**config.mk**
```make
export PLATFORM = sky130hd
export DESIGN_NAME = vpg_mode_sequencer
export DESIGN_NICKNAME = d
export VERILOG_FILES = /design/src/rtl/vpg_mode_sequencer.sv
export SDC_FILE = /design/constraint.sdc
export NUM_CORES = 1
export LEC_CHECK = 0
export CAP_MARGIN = 20
export CORE_MARGIN = 4
export CORE_UTILIZATION = 63
export CTS_BUF_LIST = sky130_fd_sc_hd__clkbuf_4 sky130_fd_sc_hd__clkbuf_8
export CTS_CLUSTER_SIZE = 25
export DETAILED_ROUTE_END_ITERATION = 7
export HOLD_SLACK_MARGIN = 0.03
export PLACE_DENSITY = 0.88
export SETUP_SLACK_MARGIN = 0.15
export SLEW_MARGIN = 10
export SYNTH_ARGS = -nofsm -noshare
export SYNTH_HDL_FRONTEND = slang
export SYNTH_SLANG_ARGS = --single-unit
```
**constraint.sdc**
```tcl
create_clock -name clk -period 3.5 [get_ports clk]
set_clock_uncertainty 0.05 [all_clocks]
set_input_delay 0.7 -clock clk [delete_from_list [all_inputs] [get_ports clk]]
set_output_delay 0.7 -clock clk [all_outputs]
set_load 0.02 [all_outputs]
```
**src/rtl/vpg_mode_sequencer.sv**
```systemverilog
// Video-mode change sequencer: debounced button -> blank generator -> new mode -> PLL strobe -> relock/settle.
// Optional direct mode load (mode_sel/mode_load ports) is enabled by defining VPG_SEQ_DIRECT_MODE_EN.
module vpg_mode_sequencer #(
  parameter int NUM_MODES    = 5,
  parameter int INIT_MODE    = 0,
  parameter int DEBOUNCE_CYC = 1000000,
  parameter int BLANK_CYC    = 1024,
  parameter int UNLOCK_WAIT  = 4096,
  parameter int LOCK_TIMEOUT = 5000000,
  parameter int SETTLE_CYC   = 65536,
  parameter int MAX_RETRY    = 3
) (
  input  logic       clk,
  input  logic       reset,
  input  logic       mode_btn_n,
  input  logic       pll_locked,
`ifdef VPG_SEQ_DIRECT_MODE_EN
  input  logic [3:0] mode_sel,
  input  logic       mode_load,
`endif
  output logic [3:0] mode,
  output logic       mode_change,
  output logic       gen_enable,
  output logic       busy,
  output logic       fault
);

  function automatic int max2(input int a, input int b);
    return (a > b) ? a : b;
  endfunction

  localparam int TIMER_MAX = max2(max2(BLANK_CYC, UNLOCK_WAIT), max2(LOCK_TIMEOUT, SETTLE_CYC));
  localparam int TW        = $clog2(TIMER_MAX + 1);
  localparam int DW        = $clog2(DEBOUNCE_CYC + 1);
  localparam int RW        = $clog2(MAX_RETRY + 1);

  typedef enum logic [2:0] {
    S_RUN,
    S_BLANK,
    S_REQ,
    S_WAIT_UNLOCK,
    S_WAIT_LOCK,
    S_SETTLE,
    S_FAULT
  } state_t;

  state_t          state;
  state_t          state_next;
  logic   [TW-1:0] timer;
  logic   [DW-1:0] db_cnt;
  logic   [RW-1:0] retry;
  logic   [1:0]    btn_sync;
  logic   [1:0]    lock_sync;
  logic            btn_s;
  logic            lock_s;
  logic            db_val;
  logic            db_done;
  logic            press;
  logic            pending;
  logic            pend_clr;
  logic            mode_upd;
  logic            retry_inc;
  logic            retry_clr;
  logic            timed;
  logic   [3:0]    mode_inc;
  logic   [3:0]    mode_new;

  assign btn_s  = btn_sync[1];
  assign lock_s = lock_sync[1];

  // Debounced value only moves after DEBOUNCE_CYC consecutive samples disagreeing with it.
  assign db_done = (btn_s != db_val) && (db_cnt == DW'(DEBOUNCE_CYC - 1));
  assign press   = db_done && !btn_s;

  assign mode_inc = (mode == 4'(NUM_MODES - 1)) ? 4'd0 : mode + 4'd1;
  assign timed    = (state == S_BLANK) || (state == S_WAIT_UNLOCK) ||
                    (state == S_WAIT_LOCK) || (state == S_SETTLE);

`ifdef VPG_SEQ_DIRECT_MODE_EN
  logic       load_ok;
  logic       load_start;
  logic       sel_load;
  logic [3:0] sel_code;

  assign load_ok  = mode_load && ({1'b0, mode_sel} < 5'(NUM_MODES)) && (mode_sel != mode);
  assign mode_new = sel_load ? sel_code : mode_inc;
  assign pend_clr = mode_upd && !sel_load;

  // A direct load remembers its target so the BLANK exit can apply it instead of incrementing.
  always_ff @(posedge clk or posedge reset) begin
    if (reset) begin
      sel_load <= 1'b0;
      sel_code <= 4'd0;
    end else if (load_start) begin
      sel_load <= 1'b1;
      sel_code <= mode_sel;
    end else if (mode_upd) begin
      sel_load <= 1'b0;
    end
  end
`else
  assign mode_new = mode_inc;
  assign pend_clr = mode_upd;
`endif

  always_ff @(posedge clk or posedge reset) begin
    if (reset) begin
      btn_sync  <= 2'b11;
      lock_sync <= 2'b00;
      db_val    <= 1'b1;
      db_cnt    <= '0;
    end else begin
      btn_sync  <= {btn_sync[0], mode_btn_n};
      lock_sync <= {lock_sync[0], pll_locked};
      if (btn_s == db_val) begin
        db_cnt <= '0;
      end else if (db_done) begin
        db_val <= btn_s;
        db_cnt <= '0;
      end else begin
        db_cnt <= db_cnt + 1'b1;
      end
    end
  end

  always_ff @(posedge clk or posedge reset) begin
    if (reset) begin
      state <= S_WAIT_LOCK;
    end else begin
      state <= state_next;
    end
  end

  always_comb begin
    state_next = state;
    mode_upd   = 1'b0;
    retry_inc  = 1'b0;
    retry_clr  = 1'b0;
`ifdef VPG_SEQ_DIRECT_MODE_EN
    load_start = 1'b0;
`endif
    case (state)
      S_RUN: begin
        if (!lock_s) begin
          state_next = S_WAIT_LOCK;
`ifdef VPG_SEQ_DIRECT_MODE_EN
        end else if (load_ok) begin
          state_next = S_BLANK;
          load_start = 1'b1;
`endif
        end else if (pending) begin
          state_next = S_BLANK;
        end
      end
      S_BLANK: begin
        if (timer == TW'(BLANK_CYC - 1)) begin
          state_next = S_REQ;
          mode_upd   = 1'b1;
        end
      end
      S_REQ: state_next = S_WAIT_UNLOCK;
      S_WAIT_UNLOCK: begin
        // A PLL that never reports loss of lock is tolerated by the timeout.
        if (!lock_s || (timer == TW'(UNLOCK_WAIT - 1))) begin
          state_next = S_WAIT_LOCK;
        end
      end
      S_WAIT_LOCK: begin
        if (lock_s) begin
          state_next = S_SETTLE;
        end else if (timer == TW'(LOCK_TIMEOUT - 1)) begin
          retry_inc  = 1'b1;
          state_next = (int'(retry) + 1 < MAX_RETRY) ? S_REQ : S_FAULT;
        end
      end
      S_SETTLE: begin
        if (!lock_s) begin
          state_next = S_WAIT_LOCK;
        end else if (timer == TW'(SETTLE_CYC - 1)) begin
          state_next = S_RUN;
          retry_clr  = 1'b1;
        end
      end
      S_FAULT: state_next = S_FAULT;
      default: state_next = S_WAIT_LOCK;
    endcase
  end

  // Outputs are registered from the next state so gen_enable (a reset_n downstream) never glitches.
  always_ff @(posedge clk or posedge reset) begin
    if (reset) begin
      timer       <= '0;
      retry       <= '0;
      pending     <= 1'b0;
      mode        <= 4'(INIT_MODE);
      mode_change <= 1'b0;
      gen_enable  <= 1'b0;
      busy        <= 1'b1;
      fault       <= 1'b0;
    end else begin
      if (state_next != state) begin
        timer <= '0;
      end else if (timed) begin
        timer <= timer + 1'b1;
      end
      if (retry_clr) begin
        retry <= '0;
      end else if (retry_inc) begin
        retry <= retry + 1'b1;
      end
      if (pend_clr) begin
        pending <= 1'b0;
      end else if (press && (state != S_FAULT)) begin
        pending <= 1'b1;
      end
      if (mode_upd) begin
        mode <= mode_new;
      end
      mode_change <= (state_next == S_REQ);
      gen_enable  <= (state_next == S_RUN);
      busy        <= (state_next != S_RUN);
      fault       <= fault | (state_next == S_FAULT);
    end
  end

endmodule
```
### Word-level counts from Yosys, hierarchy flattened

Index checks and enable logic that the tools add are counted.

| storage, ports and cells | value |
|---|---|
| flip-flop bits (word level) | 62 |
| bits of input ports | 4 |
| output and inout port bits | 8 |
| word-level logic and storage cells | 82 |

| cells by class | value |
|---|---|
| $add $sub $neg | 5 |
| magnitude comparators | 1 |
| equal/unequal tests | 18 |
| multiplexer cells | 27 |
| bitwise operators | 2 |
| reduce and logical (&&, ||, !) cells | 16 |

Operators by type and width:

| operator | count |
|---|---|
| 23-bit 2-to-1 mux | 2 |
| 20-bit 2-to-1 mux | 2 |
| 3-bit 2-to-1 mux | 9 |
| 23-bit by 1-bit adder with 23-bit output, second input constant | 1 |
| 23-bit by 10-bit == test with 1-bit output, second input constant | 1 |
| 23-bit by 12-bit == test with 1-bit output, second input constant | 1 |
| 23-bit by 16-bit == test with 1-bit output, second input constant | 1 |
| 23-bit == test, second input constant | 1 |
| 3-bit case mux with 7 select lines | 1 |
| 20-bit by 1-bit adder with 20-bit output, second input constant | 1 |
| 20-bit == test, second input constant | 1 |
| 3-bit == test, second input constant | 4 |
| 1-bit 2-to-1 mux | 10 |
| 3-bit by 2-bit == test with 1-bit output, second input constant | 3 |
| 3-bit logical NOT | 2 |
| 2-bit nonzero test | 3 |
| 4-bit by 1-bit adder with 4-bit output, second input constant | 1 |
| 4-bit by 3-bit == test with 1-bit output, second input constant | 1 |
| 1-bit logical OR | 4 |
| 2-bit 2-to-1 mux | 2 |
| 4-bit 2-to-1 mux | 1 |
| 2-bit by 1-bit adder with 3-bit output, second input constant | 1 |
| 3-bit by 1-bit == test with 1-bit output, second input constant | 1 |
| 1-bit logical AND | 3 |
| other kinds (11) | 12 |

### Logic depth before layout (Yosys ltp)

Gate-level depths: netlist of the first run.

| depth | value |
|---|---|
| depth in word-level cells | 8 |
| gate-level depth with buffers | 9 |
| mapped depth without buffers | 8 |

### Worst setup path after synthesis of the first run

No wires, ideal clock.

| timing path | value |
|---|---|
| path type | register to register |
| from | register timer[17] |
| to | register timer[0] |
| setup time | 80 ps |
| arrival | 2468 ps |
| required time | 3370 ps |
| setup slack | 902 ps |
| stages on the path, launching flop included | 9 |
| path buffers | 1 |
| clock period less this slack | 2598 ps |
| cell sequence | dfrtp_1 or4_4 nor4_4 nand3_1 a22o_1 a311o_4 xor2_4 buf_6 nor3_2 |

| on the way | value |
|---|---|
| cells in the longest elaborated chain, start to end | 6 |
| elaborated cells between the ends (all ways) | 15 |
| classes of those cells | eq/ne (5); mux (8); reduce/logical (2) |

Ends and longest elaborated chain:

| element | line | text |
|---|---|---|
| from (decl) | 49 | `logic [TW-1:0] timer;` |
| from (signal assigned) | 204 | `timer <= timer + 1'b1;` |
| 23-bit by 16-bit == test with 1-bit output, or another cell as far along | 179 | `end else if (timer == TW'(SETTLE_CYC - 1)) begin` |
| 3-bit 2-to-1 mux, or another cell as far along | 179 |  |
| 3-bit 2-to-1 mux, on equally long branches | 177, 164, 169 |  |
| 3-bit case mux with 7 select lines * | 142 | `case (state)` |
| net state_next[0] | 48 | `state_t state_next;` |
| 3-bit inequality test * | 201 | `if (state_next != state) begin` |
| 23-bit 2-to-1 mux / 2-bit nonzero test (equally long branches) | -- |  |

Mark *: on every way through the listed nets, which the timed path passes. The rest lies on a longest branch.
A chain may end at the register's enable or synchronous reset.

### Worst setup path in the final report of the first run

| timing path | value |
|---|---|
| from | register timer[16] |
| to | register timer[21] |

The elaborated chain is that of the path after synthesis.

==> results.yml, run 1 <==
routing:
  ant_nets: 0
  drc_errors: 0
  dr.first_iter.drc_count: 265
  routedWlPerCell_um: 15.27
  dr.pass1.iters: 5
  vias: 2557
  wirelength_mm: 6.641
  via_per_inst: 5.878
yosys:
  synth_cell_types: 46
  synth_warnings: 0
  synth_nets: 358
  async_reset_ff_frac: 1.000
  syn_area_sq_um: 3382
  syn_area_per_cell_sq_um: 9.718
  ys_ff_latch: 62
  synthCells: 348
  ys_dominant_reg_cell: "dfrtp_1"
  synth_enable_flop_cells: 0
  yosysSeqAreaShare: 0.4606
worst_setup_path:
  cpPeakStageDelay_ns: 0.55
  cp_top_family: "simple AND/OR/NAND/NOR gates"
  crit_slowest_cell: "or4_4"
  r2r_start: "timer[16]"
  cp_num_cells: 8
  cp-start-kind: "register"
  rr_endpoint: "timer[21]"
  crit_buf_inv: 1
  worst-r2r-setup-slack_ns: 0.45
  critPathMaxFanout: 15
  crit_path_end_kind: "register"
  cp.arrival_ns: 3.21
  ff2ff_path_depth: 8
  critPathRequiredTime_ns: 3.66
  crit_end: "timer[21]"
  crit_type: "register to register"
  critical_path.cell_chain: "or4_4 -> nor4_4 -> nand3_1 -> a22o_1 -> a311o_4 -> xor2_4 -> buf_12 -> nor3_1"
  worstSetupStartpoint: "timer[16]"
floorplan:
  row_count: 26
  io-pin-count: 12
  die_area_sq_um: 6605
  start_util: 0.6580
  chipWidth_um: 81.27
  core_area_sq_um: 5140
  die_height_um: 81.27
clock_tree:
  root_buffer: "clkbuf_8"
  clkSinkCount: 62
  clock_path_buffers: 2
  clk_latency_ns: 0.33
  post_cts.repair.setup_buffers: 0
  cts_tree: "built"
  htreeDepth: 3
  hold_buffers: 0
  cts.clk_slew.worst_paths_ns: 0.06
  ctsResizeCount: 0
  cts_made_buffers: 9
power:
  vdd_drop_max_v: 0.0002411
  power.leakage_uw: 0.001575
  p_per_area_nw_per_um2: 388.6
final_layout:
  drive_gt1_frac: 0.1479
  fin_cells: 435
  antenna_cells: 0
  final_nets: 371
  layout-area-overhead-vs-synth_pct: 10.36
place:
  place_congestion: 0.8323
  place_inst: 420
  io_buffers: 11
  hpwl_mm: 4.515
global_routing:
  grt_pass1_wl_mm: 11.40
  grt_usage: 0.2280
  grt_pass1_vias: 2554
  grt_max_degree: 63
  grt.overflow.total: 0
  antenna_found_initial: 0
timing:
  worstMarginPinSlew_ns: 0.8087
  period_needed_ns: 3.055
  setup_viol: 0
  fin_crit_sh: 0.8727
  final-hold-violation-count: 0
  fmax_mhz: 327.4
  hold_ws_ns: 0.3014
  fin_tns_setup_ns: 0
  grt_setup_unrepaired: "false"
  drv_slew: 0
  relSlewSlack: 0.4567
status:
  status: "finished clean"
worst_hold_path:
  hold_class: "register to register"
job:
  maxCapViolCount: 0
-- power by group --
part	switching [uW]	internal, uW	leakage (uW)
combinational	90.0	56.1	0.000645
clock	249	294	0.0000935
sequential	24.2	737	0.000837
total	363	1090	0.00158
-- metrics by stage --
| step | setup WS (ns) | total power, uW | instance area, sq um | util |
|---|---|---|---|---|
| after floorplan | 0.9018 | 889.0 | 3382 | - |
| after global placement | 0.5891 | 913.7 | 3562 | 0.6930 |
| after detailed placement | 0.4806 | 920.8 | 3562 | 0.6930 |
| after CTS | 0.4517 | 1465 | 3732 | 0.7261 |
| after global routing | 0.3374 | 1515 | 3732 | 0.7261 |
| final | 0.4454 | 1450 | 3732 | 0.7261 |
-- flip-flops by register name (all words and copies together) (netlist names), 2 cells and up --
signal     flops
state          3
mode           4
db_cnt        20
retry          2
btn_sync       2
timer         23
lock_sync      2
-- logic make-up (layout without fill, tap and decap cells) --
group,Yosys count,in the layout,share of synthesized area
AND/OR/NAND/NOR,183,183,0.3085
flip-flops,62,62,0.4606
XOR/XNOR,42,42,0.1143
AO/OA/AOI/OAI,28,28,0.05475
buffers and inverters,25,42,0.03329
adder cells (fa/ha/maj),6,6,0.02220
multiplexers,2,2,0.006289
-- layout by cell type, fill, tap and decap left out, types with 11 or more instances in the layout --
master           synthesis  final
clkdlybuf4s50_1          0     11
nand3_1                 14     14
nand4_1                 16     16
nor3_2                  20     20
nand2_1                 37     37
xor2_1                  17     17
nor3_1                  16     16
dfrtp_1                 57     57
nor2_1                  40     40
xnor2_1                 24     24
-- metal layers --
metal / global-route usage / routed length [um] / up-vias
li1: - / - / 1228
met1: 0.2656 / 2852 / 1243
met2: 0.3795 / 3313 / 66
met3: 0.08980 / 329 / 20
met4: 0.08277 / 146 / 0
met5: 0 / 0 / -
-- worst min path at each step --
stage / start / end / slack (ns) / cells after the start
final: lock_sync[0] / lock_sync[1] / 0.30 / 0
after global routing: lock_sync[0] / lock_sync[1] / 0.32 / 0
after CTS: lock_sync[0] / lock_sync[1] / 0.30 / 0
after detailed placement: lock_sync[0] / lock_sync[1] / 0.29 / 0
after global placement: lock_sync[0] / lock_sync[1] / 0.28 / 0
after floorplan: lock_sync[0] / lock_sync[1] / 0.28 / 0
-- cells in the mapped netlist, drive strengths merged (2+ instances only) --
| cell type | instances | area [sq um] |
|---|---|---|
| ha | 6 | 75.07 |
| or3 | 5 | 31.28 |
| xnor2 | 24 | 210.2 |
| o21ai | 8 | 40.03 |
| nand2 | 37 | 138.9 |
| xor2 | 18 | 176.4 |
| a22oi | 2 | 15.01 |
| nand4 | 16 | 100.1 |
| and3 | 8 | 50.05 |
| a21o | 2 | 15.01 |
| a21oi | 8 | 40.04 |
| nor2b | 5 | 31.28 |
| inv | 11 | 41.29 |
| a41oi | 2 | 17.52 |
| buf | 5 | 37.53 |
| nor2 | 40 | 150.1 |
| nor3b | 3 | 22.52 |
| nand4b | 2 | 17.52 |
| and4 | 2 | 17.52 |
| nor4 | 4 | 40.04 |
| dfstp | 5 | 131.4 |
| nand3b | 3 | 22.52 |
| clkbuf | 9 | 33.78 |
| dfrtp | 57 | 1426 |
| or2 | 3 | 18.77 |
| nand3 | 14 | 70.07 |
| nor3 | 36 | 280.3 |
-- cell type report --
class,count,area [sq um]
fillers,376,1408
repair buffers,16,160.2
flip-flops and latches,62,1558
multi-input cells,261,1715
clock inverters,2,10.01
clock buffers,13,160.2
well taps,70,87.58
inverters,11,41.29
Power figures use the tool's default switching activity.
==> inputs of run 2 (changes only) <==
Settings changed: CAP_MARGIN 20 to 40, TNS_END_PERCENT from default to 100.
==> results of run 2 <==
No change in the layout: final DEF, timing and power equal those of run 1.
==> inputs of run 3 (changes only) <==
Settings changed: CORE_UTILIZATION 63 to 50, PLACE_DENSITY 0.88 to 0.73.
==> run 3 against run 2 <==
Register-to-register slack improved by 0.09 ns. Non-clock buffer count increased by 3. Clock power up 33%. Sequential power hardly changed. Fmax up 2.9%. Worst setup slack better by 0.086 ns. Count of clock-buffer cells in the layout unchanged. Core utilization decreased by 13 points. First-iteration DRC count is 63% lower. Global-route usage decreased by 5.3 points. Combinational power shrank 5%. Final area is 2.3% higher. Largest cell class unchanged. Highest routed layer unchanged.
==> results.yml, run 3 (synthesis gave the netlist of run 1 again) <==
clock_tree:
  clk_latency_ns: 0.33
  ctsResizeCount: 0
  cts_tree: "built"
  cts.clk_slew.worst_paths_ns: 0.07
  htreeDepth: 3
  hold_buffers: 0
  clkSinkCount: 62
  root_buffer: "clkbuf_8"
  cts_made_buffers: 9
  post_cts.repair.setup_buffers: 0
  clock_path_buffers: 2
floorplan:
  core_area_sq_um: 6459
  die_height_um: 90.25
  die_area_sq_um: 8144
  io-pin-count: 12
  chipWidth_um: 90.25
  row_count: 29
  start_util: 0.5236
final_layout:
  max_flop_register: "timer"
  layout-area-overhead-vs-synth_pct: 12.91
  largest_register_ffs: 23
  final_nets: 374
  drive_gt1_frac: 0.1572
  mostFrequentLayoutCell: "dfrtp_1"
  top_regs: "timer x23, db_cnt x20, mode x4"
  antenna_cells: 0
  mostFrequentLayoutCells: "57 x dfrtp_1, 40 x nor2_1, 37 x nand2_1, 24 x xnor2_1, 20 x nor3_2"
worst_setup_path:
  cp_top_family: "simple AND/OR/NAND/NOR gates"
  cpPeakStageDelay_ns: 0.56
  critPathRequiredTime_ns: 3.65
  crit_buf_inv: 1
  crit_path_end_kind: "register"
  crit_slowest_cell: "or4_4"
  critPathMaxFanout: 15
  cp.arrival_ns: 3.12
  critical_path.cell_chain: "or4_4 -> nor4_4 -> nand3_1 -> a22o_1 -> a311o_4 -> xor2_4 -> buf_4 -> nor3_1"
  crit_type: "register to register"
  cp-start-kind: "register"
power:
  p_sw_frac: 0.2269
  power.share.clock: 0.445
  p_int_uw: 1255
  power.leakage_uw: 0.001616
  p_per_area_nw_per_um2: 425.1
  vdd_drop_max_v: 0.0003540
  p_switching_uw: 368.3
  seq_power_share: 0.469
  comb_power_share: 0.085
timing:
  final-hold-violation-count: 0
  worstMarginPinSlew_ns: 0.7597
  grt_setup_unrepaired: "false"
  period_needed_ns: 2.969
  relSlewSlack: 0.4936
  fin_tns_setup_ns: 0
  drv_slew: 0
  setup_viol: 0
  layout_setup_ws_ns: 0.5310
  fmax_mhz: 336.8
  fin_crit_sh: 0.8483
routing:
  routedWlPerCell_um: 14.70
  via_per_inst: 5.578
  dr.first_iter.drc_count: 98
  drc_errors: 0
  vias: 2488
  ant_nets: 0
  dr.pass1.iters: 4
  wirelength_mm: 6.554
global_routing:
  grt_pass1_wl_mm: 11.63
  grt_usage: 0.1750
  grt_pass1_vias: 2511
  grt_max_degree: 63
  grt.overflow.total: 0
  antenna_found_initial: 0
place:
  hpwl_mm: 4.581
  place_congestion: 0.8733
  io_buffers: 11
  pre_cts_slack_ns: 0.5244
worst_hold_path:
  hold_class: "register to register"
job:
  maxCapViolCount: 0
status:
  status: "finished clean"
-- run 3: changes by cell type in the layout (fill, tap and decap cells not counted), sizes merged --
cell and change:
buf +3, bufinv +2, clkinv -1
-- run 3: per-layer routing --
metal,global-route usage,up-vias,part of all wire
met4,0.08291,0,0.020
met3,0.04674,12,0.033
met2,0.2788,45,0.48
li1,-,1237,-
met1,0.2211,1194,0.46
met5,0,-,0
-- run 3: worst paths after layout --
path                       depth (start not counted)     endpoint  slack, ns        start
setup / recovery                                   8    timer[21]       0.53    timer[17]
min in group asynchronous                          3    db_cnt[2]       0.86        reset
hold / removal                                     0  btn_sync[1]       0.30  btn_sync[0]
max in group asynchronous                          3        fault       2.05        reset
hold reg to reg                                    0  btn_sync[1]       0.30  btn_sync[0]
setup reg to reg                                   8    timer[21]       0.53    timer[17]
-- run 3: stage by stage --
stage	hold WS [ns]	utilization	instance area (sq um)	total power, uW	std cells
finish	0.3039	0.5912	3819	1623	446
global route	0.3081	0.5912	3819	1697	446
CTS	0.3039	0.5912	3819	1644	446
detailed placement	0.2910	0.5544	3581	914.9	430
global placement	0.2961	0.5544	3581	908.9	430
floorplan	0.2812	-	3382	889.0	348
-- run 3: cell type report --
type                    count  area, sq um
repair buffers             19        170.2
multi-input cells         261         1715
well taps                  77        96.34
inverters                  11        41.29
fillers                   526         2640
clock buffers              13        172.7
clock inverters             3        65.06
flip-flops and latches     62         1558
-- run 3: power groups by stage --
stage,combinational (uW),sequential [uW],clock (uW)
finish,138,762,723
global route,155,764,778
floorplan,126,764,0
CTS,141,762,742
detailed placement,141,774,0
global placement,136,773,0
